$ cat src/rtl/jtopl_pkg.sv
// Shared constants, FSM state type and slot-position helper for the slot-serial
// operator pipeline.
package jtopl_pkg;

  localparam int unsigned SLOTS    = 18;
  localparam int unsigned OPW      = 13;
  localparam int unsigned OUTW     = 16;
  localparam int unsigned SUBSLOTS = 6;
  localparam int unsigned ACCW     = 18;
  localparam int unsigned IDXW     = 5;

  typedef enum logic {
    UNLOCKED = 1'b0,
    LOCKED   = 1'b1
  } state_e;

  // Linear slot index implied by the group/subslot tags.
  function automatic logic [IDXW-1:0] slot_pos(input logic [1:0] grp, input logic [2:0] sub);
    return IDXW'(grp) * IDXW'(SUBSLOTS) + IDXW'(sub);
  endfunction

endpackage

$ cat src/rtl/jtopl_sat.sv
// Generic signed width reduction with clamping to the output range.
module jtopl_sat #(
  parameter int unsigned IW = 18,
  parameter int unsigned OW = 16
) (
  input  logic signed [IW-1:0] din_i,
  output logic signed [OW-1:0] dout_c
);

  generate
    if (IW > OW) begin : g_clamp
      logic ovf_c;
      // Overflow whenever the bits above the output sign bit are not a pure sign extension.
      always_comb begin
        ovf_c = (din_i[IW-1:OW-1] != {(IW-OW+1){din_i[IW-1]}});
        if (!ovf_c) begin
          dout_c = din_i[OW-1:0];
        end else if (din_i[IW-1]) begin
          dout_c = {1'b1, {(OW-1){1'b0}}};
        end else begin
          dout_c = {1'b0, {(OW-1){1'b1}}};
        end
      end
    end else begin : g_ext
      assign dout_c = OW'(din_i);
    end
  endgenerate

endmodule

$ cat src/rtl/jtopl_slot_acc.sv
// Frame-aligned accumulator at the tail of the operator pipeline: sums audible
// operators over an 18-slot frame and emits one saturated sample per frame.
module jtopl_slot_acc #(
  parameter int unsigned OPW   = jtopl_pkg::OPW,
  parameter int unsigned OUTW  = jtopl_pkg::OUTW,
  parameter int unsigned SLOTS = jtopl_pkg::SLOTS
) (
  input  logic                   clk,
  input  logic                   rst,
  input  logic                   cen,
  input  logic                   zero,
  input  logic [1:0]             group,
  input  logic [2:0]             subslot,
  input  logic                   op,
  input  logic                   con,
  input  logic signed [OPW-1:0]  op_result,
  output logic signed [OUTW-1:0] snd,
  output logic                   snd_valid,
  output logic                   sync_err
);
  import jtopl_pkg::*;

  state_e                 state_q;
  logic [IDXW-1:0]        idx_q;
  logic signed [ACCW-1:0] acc_q;

  logic signed [ACCW-1:0] contrib_c;
  logic signed [OUTW-1:0] sat_c;
  logic [IDXW-1:0]        idx_inc_c;
  logic                   fields_ok_c;

  // Carriers always sound; modulators only in additive connection.
  always_comb begin
    contrib_c   = (op | con) ? ACCW'(op_result) : '0;
    fields_ok_c = (slot_pos(group, subslot) == idx_q) && (op == (subslot >= 3'd3));
    idx_inc_c   = (idx_q == IDXW'(SLOTS - 1)) ? '0 : idx_q + IDXW'(1);
  end

  jtopl_sat #(
    .IW (ACCW),
    .OW (OUTW)
  ) u_sat (
    .din_i  (acc_q),
    .dout_c (sat_c)
  );

  always_ff @(posedge clk) begin
    if (rst) begin
      state_q   <= UNLOCKED;
      idx_q     <= '0;
      acc_q     <= '0;
      snd       <= '0;
      snd_valid <= 1'b0;
      sync_err  <= 1'b0;
    end else begin
      snd_valid <= 1'b0;
      sync_err  <= 1'b0;
      if (cen) begin
        case (state_q)
          UNLOCKED: begin
            if (zero) begin
              state_q <= LOCKED;
              idx_q   <= IDXW'(1);
              acc_q   <= contrib_c;
            end
          end
          LOCKED: begin
            if (zero && (idx_q != '0)) begin
              // Short frame: drop the partial sum and restart on this slot.
              sync_err <= 1'b1;
              idx_q    <= IDXW'(1);
              acc_q    <= contrib_c;
            end else if (!fields_ok_c || (!zero && (idx_q == '0))) begin
              sync_err <= 1'b1;
              acc_q    <= '0;
              idx_q    <= '0;
              state_q  <= UNLOCKED;
            end else if (zero) begin
              snd       <= sat_c;
              snd_valid <= 1'b1;
              acc_q     <= contrib_c;
              idx_q     <= IDXW'(1);
            end else begin
              acc_q <= acc_q + contrib_c;
              idx_q <= idx_inc_c;
            end
          end
          default: state_q <= UNLOCKED;
        endcase
      end
    end
  end

endmodule

$ cat config.mk
export PLATFORM = sky130hd
export DESIGN_NAME = jtopl_slot_acc
export DESIGN_NICKNAME = d
export VERILOG_FILES = /design/src/rtl/jtopl_pkg.sv /design/src/rtl/jtopl_sat.sv /design/src/rtl/jtopl_slot_acc.sv
export SDC_FILE = /design/constraint.sdc
export NUM_CORES = 1
export LEC_CHECK = 0
export CORE_AREA = 2 2 80 82
export CTS_CLUSTER_DIAMETER = 50
export CTS_CLUSTER_SIZE = 10
export DETAILED_ROUTE_END_ITERATION = 8
export DIE_AREA = 0 0 82 84
export MAX_ROUTING_LAYER = met4
export PLACE_DENSITY = 0.78
export SLEW_MARGIN = 20
export SYNTH_ARGS = -nofsm -noshare
export SYNTH_HDL_FRONTEND = slang
export SYNTH_HIERARCHICAL = 1
export SYNTH_SLANG_ARGS = --single-unit
$ cat constraint.sdc
create_clock -name clk -period 4.79 [get_ports clk]
set_input_delay 1.437 -clock clk [delete_from_list [all_inputs] [get_ports clk]]
set_output_delay 1.437 -clock clk [all_outputs]
set_load 0.01 [all_outputs]
# Word-level counts from Yosys, hierarchy flattened
# Index checks and enable logic that the tools add are counted.
totals:
  regBits: 42
  input_bits: 24
  out_inout_bits: 18
  elab_cells: 53
classes:
  add_sub_neg: 3
  n_mul: 1
  order_cmp: 1
  n_eq_ne: 5
  muxes: 20
  bitwise_logic: 5
  n_reduce_logical: 12
op_table:
  columns: ["cell", "count"]
  rows:
  - ["$mux 18", 5]
  - ["$pmux 18 s2", 1]
  - ["$mux 16", 2]
  - ["$mux 5", 5]
  - ["$add 18x18->18", 1]
  - ["$pmux 5 s2", 1]
  - ["$add 5x1->5 const B", 1]
  - ["$add 5x3->5", 1]
  - ["$eq 5x5->1", 1]
  - ["$eq 5x5->1 const B", 1]
  - ["$logic_not 5->1", 1]
  - ["$mux 1", 5]
  - ["$reduce_and 5->1", 1]
  - ["$reduce_bool 5->1", 1]
  - ["$reduce_or 5->1", 1]
  - ["$mul 2x2->4 const B", 1]
  - ["$not 1->1", 4]
  - ["$ge 3x2->1 const B", 1]
  - ["$logic_and 1x1->1", 3]
  - ["$reduce_or 3->1", 1]
  - ["$logic_not 1->1", 2]
  - ["$ne 2x2->1", 1]
  - ["$ne 2x2->1 const B", 1]
  - ["$pmux 1 s2", 1]
  - ["4 further kinds", 4]

# Logic depth before layout (Yosys ltp)
logic_depth:
  word_depth: 9
  mapped_depth: 14

# Hierarchy
# Netlist, hierarchy kept.
by_module_without_submodules:
  columns: ["module", "n_inst", "cells_per_inst", "area_per_inst_um2", "seq_area_each_um2"]
  rows:
  - ["jtopl_slot_acc", 1, 383, 2891.5, 840.8]
  - ["jtopl_sat", 1, 54, 326.6, 0.0]

# Worst setup path before layout
# Ideal clock, no wire load.
synth_timing:
  path_kind: "input to register"
  start: "in op"
  end: "reg acc_q[17]"
  setup_time_ns: 0.091
  t_arrival_ns: 4.185
  t_required_ns: 4.699
  slack_ns: 0.514
  cell_stages: 14
  n_path_buf: 2
  cell_sequence: "or2_2 buf_6 clkbuf_1 nand2_1 inv_1 ha_1 a21oi_1 inv_1 o31ai_1 a31o_2 a211oi_1 o21a_1 or4b_1 a311oi_1"
synth_via:
  elab_chain_len: 7
  word_cells_on_any_way: 12
synth_rtl:
  columns: ["item", "line_no", "source"]
  rows:
  - ["start: declaration", "jtopl_slot_acc.sv:14", "input logic op,"]
  - ["$or 1x1->1 / $eq 1x1->1 (equally long branches)", "jtopl_slot_acc.sv:34, jtopl_slot_acc.sv:35", null]
  - ["$mux 18 / $logic_and 1x1->1 (equally long branches)", "jtopl_slot_acc.sv:34, jtopl_slot_acc.sv:35", null]
  - ["$add 18x18->18 / $logic_not 1->1 (equally long branches)", "jtopl_slot_acc.sv:84, jtopl_slot_acc.sv:73", null]
  - ["$mux 18 / $logic_or 1x1->1 (equally long branches)", "jtopl_slot_acc.sv:78, jtopl_slot_acc.sv:73", null]
  - ["$mux 18", "jtopl_slot_acc.sv:73", "end else if (!fields_ok_c || (!zero && (idx_q == '0))) begin"]
  - ["$mux 18", "jtopl_slot_acc.sv:68", "if (zero && (idx_q != '0)) begin"]
  - ["$pmux 18 s2 (*)", "jtopl_slot_acc.sv:59", "case (state_q)"]
  - ["end signal: assignment", "jtopl_slot_acc.sv:64", "acc_q <= contrib_c;"]
  - ["end signal: assignment", "jtopl_slot_acc.sv:72", "acc_q <= contrib_c;"]
  - ["end signal: assignment", "jtopl_slot_acc.sv:81", "acc_q <= contrib_c;"]
  - ["end: declaration", "jtopl_slot_acc.sv:25", "logic signed [ACCW-1:0] acc_q;"]
# Every way passes the cells marked *; elsewhere a longest branch is shown, timed or not. The select of a mux whose other input is x is not followed.
# A chain may end at the register's enable or synchronous reset.

# Worst setup path in the final report
layout_timing:
  start: "in con"
  end: "reg acc_q[17]"
layout_via:
  elab_chain_len: 7
  word_cells_on_any_way: 8
layout_rtl:
  columns: ["item", "line_no", "source"]
  rows:
  - ["start: declaration", "jtopl_slot_acc.sv:15", "input logic con,"]
  - ["$or 1x1->1 (*)", "jtopl_slot_acc.sv:34", "contrib_c = (op | con) ? ACCW'(op_result) : '0;"]
  - ["$mux 18 (*)", "jtopl_slot_acc.sv:34", null]
  - ["$add 18x18->18", "jtopl_slot_acc.sv:84", "acc_q <= acc_q + contrib_c;"]
  - ["$mux 18", "jtopl_slot_acc.sv:78", "end else if (zero) begin"]
  - ["$mux 18", "jtopl_slot_acc.sv:73", null]
  - ["$mux 18", "jtopl_slot_acc.sv:68", null]
  - ["$pmux 18 s2 (*)", "jtopl_slot_acc.sv:59", null]
# Marked as above.

==> results.md <==
- Sequential Power Share: 0.392
- Via density: 6.034
- Final period utilization: 0.9392
- LEAKAGE: 1.556 nW
- Clk Latency, worst-skew pair: 0.31 ns
- Ratio of cells with drive above 1 in the final layout: 0.06737
- I/O pins: 42
- GRT Total Usage: 0.2536
- Setup tns final: 0 ns
- Drt first pass iters: 5
- CTS Buffer Depth: 2
- Post-layout min period: 4.499 ns
- TritonCTS Buffers: 5
- Crit end category: flop
- Most frequent cells in the layout: 57 x nand2_1, 47 x nor2_1, 42 x a21oi_1, 42 x dfxtp_1, 41 x clkdlybuf4s50_1
- Psw: 0.3086 mW
- Core box area: 6096 um^2
- Yosys cell types: 53
- Routed WL: 8.378 mm
- Crit path kind: input port to flop
- Async S/R FF share, synth: 0
- Worst slew pin tran: 0.9791 ns
- RSZ-0062 raised after global routing: no
- Antenna violations before repair: 0
- FF+latch count, synth: 42
- Cell Int Power: 0.6924 mW
- Clock sinks: 42
- Hold EP: snd[8]
- Post-synth net total: 484
- Worst hold start: snd[8]
- TritonCTS clock tree: yes
- Hold-critical path depth: 2
- FMAX: 0.2223 GHz
- Root Driver: clkbuf_8
- Post-Syn Area per Cell: 7.364 um^2
- Synth area leader: dfxtp_1
- Metal2 WL: 4.005 mm
- Routed met1 length: 3.655 mm
- H-tree levels: 2
- EDFF count, synth: 0
- Util after Layout: 0.6305
- CTS clk-pin slew, worst paths: 0.09 ns
- Syn Inst Count: 437
- Final setup viols: 0
- Top-area cell type share of the netlist area: 0.2613
- VDD IR max: 0.1445 mV
- CTS resizes: 0
- Die area: 6888 um^2
- CP Data Arrival Time: 4.72 ns
- Placer Congestion: 0.9150
- Sequential-to-total area share from yosys stat: 0.2613
- Synth area leaders: dfxtp_1 26%, ha_1 8.6%, a21oi_1 6.7%
- PD cells: 260.4 nW/um^2
- Worst Skew: 0.01075 ns
- Reg-to-reg startpoint: acc_q[0]
- Clock Power Share: 0.350
- Yosys warns: 6
- Routed WL per cell: 15.18 um
- HPWL Detailed: 6.177 mm
- Post-CTS Setup Bufs: 0
- FP Rows: 29
- Vias: 3,331
- Crit path launch type: input port
- Reg-to-reg slack, setup: 1.93 ns
- Comb power frac: 0.258
- Sw Share: 0.3083
- Post-synth top flop: dfxtp_1
- WP data required: 5.01 ns
- Cell area after synthesis: 3218 um^2
- Iteration-0 DRC Markers: 187
- GRT overflow: 0
- First-pass GRT wire length: 13.54 mm
- Headroom to the max-slew limit: 0.3464
- Top sig layer: met4
- Max Transition Viols Final: 0
- Die X: 82 um
- Worst Path Max Fanout: 17
- Most common cell after layout, fill and taps aside: nand2_1
- Hold Buf Count CTS: 0
- Drt drc: 0
- Number of global-route vias before repair: 2,936
- Inserted Diodes: 0
- Port buffer count: 41
- R2R depth: 9
- Max-cap violations: 0
- RR Endpoint: acc_q[17]
- Met3 Routed Length: 619 um
- Post-route ant nets: 0
- Largest net degree at the start of global routing: 38
- Die Y: 84 um
- Layout area overhead: 19.44%
- Initial Util: 0.5279
- Final Hold Viols: 0
- Hold Crit Class: flop to flop
- Status: completed
- Final Net Count: 521
sequential cells by signal, summed over array words and instances (netlist names):
signal and flops:
idx_q 5, sync_err 1, state_q 1, snd 16, snd_valid 1, acc_q 18
power by group through the flow:
stage               registers, mW  clock network (mW)  logic, mW
global route                0.396               0.363      0.286
finish                      0.393               0.350      0.258
detailed placement          0.400                   0      0.253
floorplan                   0.383                   0      0.198
CTS                         0.392               0.352      0.254
global placement            0.399                   0      0.247
how the worst max path moves through the flow:
stage | start | end | slack (ns) | cells past startpoint
floorplan | op | acc_q[17] | 0.51 | 14
global placement | con | acc_q[15] | 0.10 | 14
detailed placement | con | acc_q[17] | -0.07 | 14
CTS | con | acc_q[17] | 0.25 | 14
global route | con | acc_q[17] | 0.03 | 13
finish | con | acc_q[17] | 0.29 | 13
area by class of cell:
type	instances	area, um^2
inverters	17	63.81
clock inverters	3	68.82
clock buffers	5	68.82
flip-flops and latches	42	840.8
well taps	77	96.34
multi-input cells	353	2190
repair buffers	55	515.5
fillers	563	2252
layer usage:
metal | vias to the layer above | GRT usage
met2 | 136 | 0.3991
li1 | 1636 | -
met5 | - | -
met3 | 14 | 0.04221
met1 | 1545 | 0.3376
met4 | 0 | 0.06061
worst max-delay path, cell delays in order:
cell             delay, ns
clkdlybuf4s50_1       0.45
or2_2                 0.30
buf_4                 0.20
and2_1                0.19
ha_1                  0.34
nand2_1               0.12
a21oi_1               0.15
o31ai_1               0.10
a31o_2                0.25
a211oi_1              0.30
nor3_1                0.11
or4b_1                0.51
a311oi_1              0.26
metrics by stage:
stage	total power [mW]	instances	setup slack (ns)	hold slack (ns)	instance area (um^2)
3_3_place_gp	0.6456	544	0.1011	0.4431	3702
2_1_floorplan	0.5816	437	0.5140	0.4805	3218
4_1_cts	0.9975	552	0.2515	0.4588	3840
6_report	1.001	552	0.2911	0.4557	3844
5_1_grt	1.045	552	0.03360	0.4745	3844
3_5_place_dp	0.6524	544	-0.07196	0.4472	3702
cell families after synthesis:
| family | synth area share |
|---|---|
| and+or+nand+nor | 0.2282 |
| AOI/OAI and AO/OA | 0.2932 |
| xor gates and xnor gates | 0.06260 |
| adders and majority gates | 0.09526 |
| DFF | 0.2613 |
| buffers and inverters | 0.05948 |
Yosys cell counts (3+ instances only):
master and instances:
nand2b_1 3, nor3_1 14, o31ai_1 4, nor2_1 47
a31oi_1 3, a21o_1 7, o211ai_1 3, o21ai_0 19
buf_2 3, dfxtp_1 42, a211oi_1 8, clkbuf_1 16
xor2_1 6, o22ai_1 16, inv_1 17, buf_6 3
nand2_1 57, and2_1 9, nand3_1 7, a21boi_1 14
a311oi_1 5, o21a_1 6, ha_1 22, xnor2_1 17
or3_1 4, nor2b_1 8, a21oi_1 43
Power figures use the tool's default switching activity.
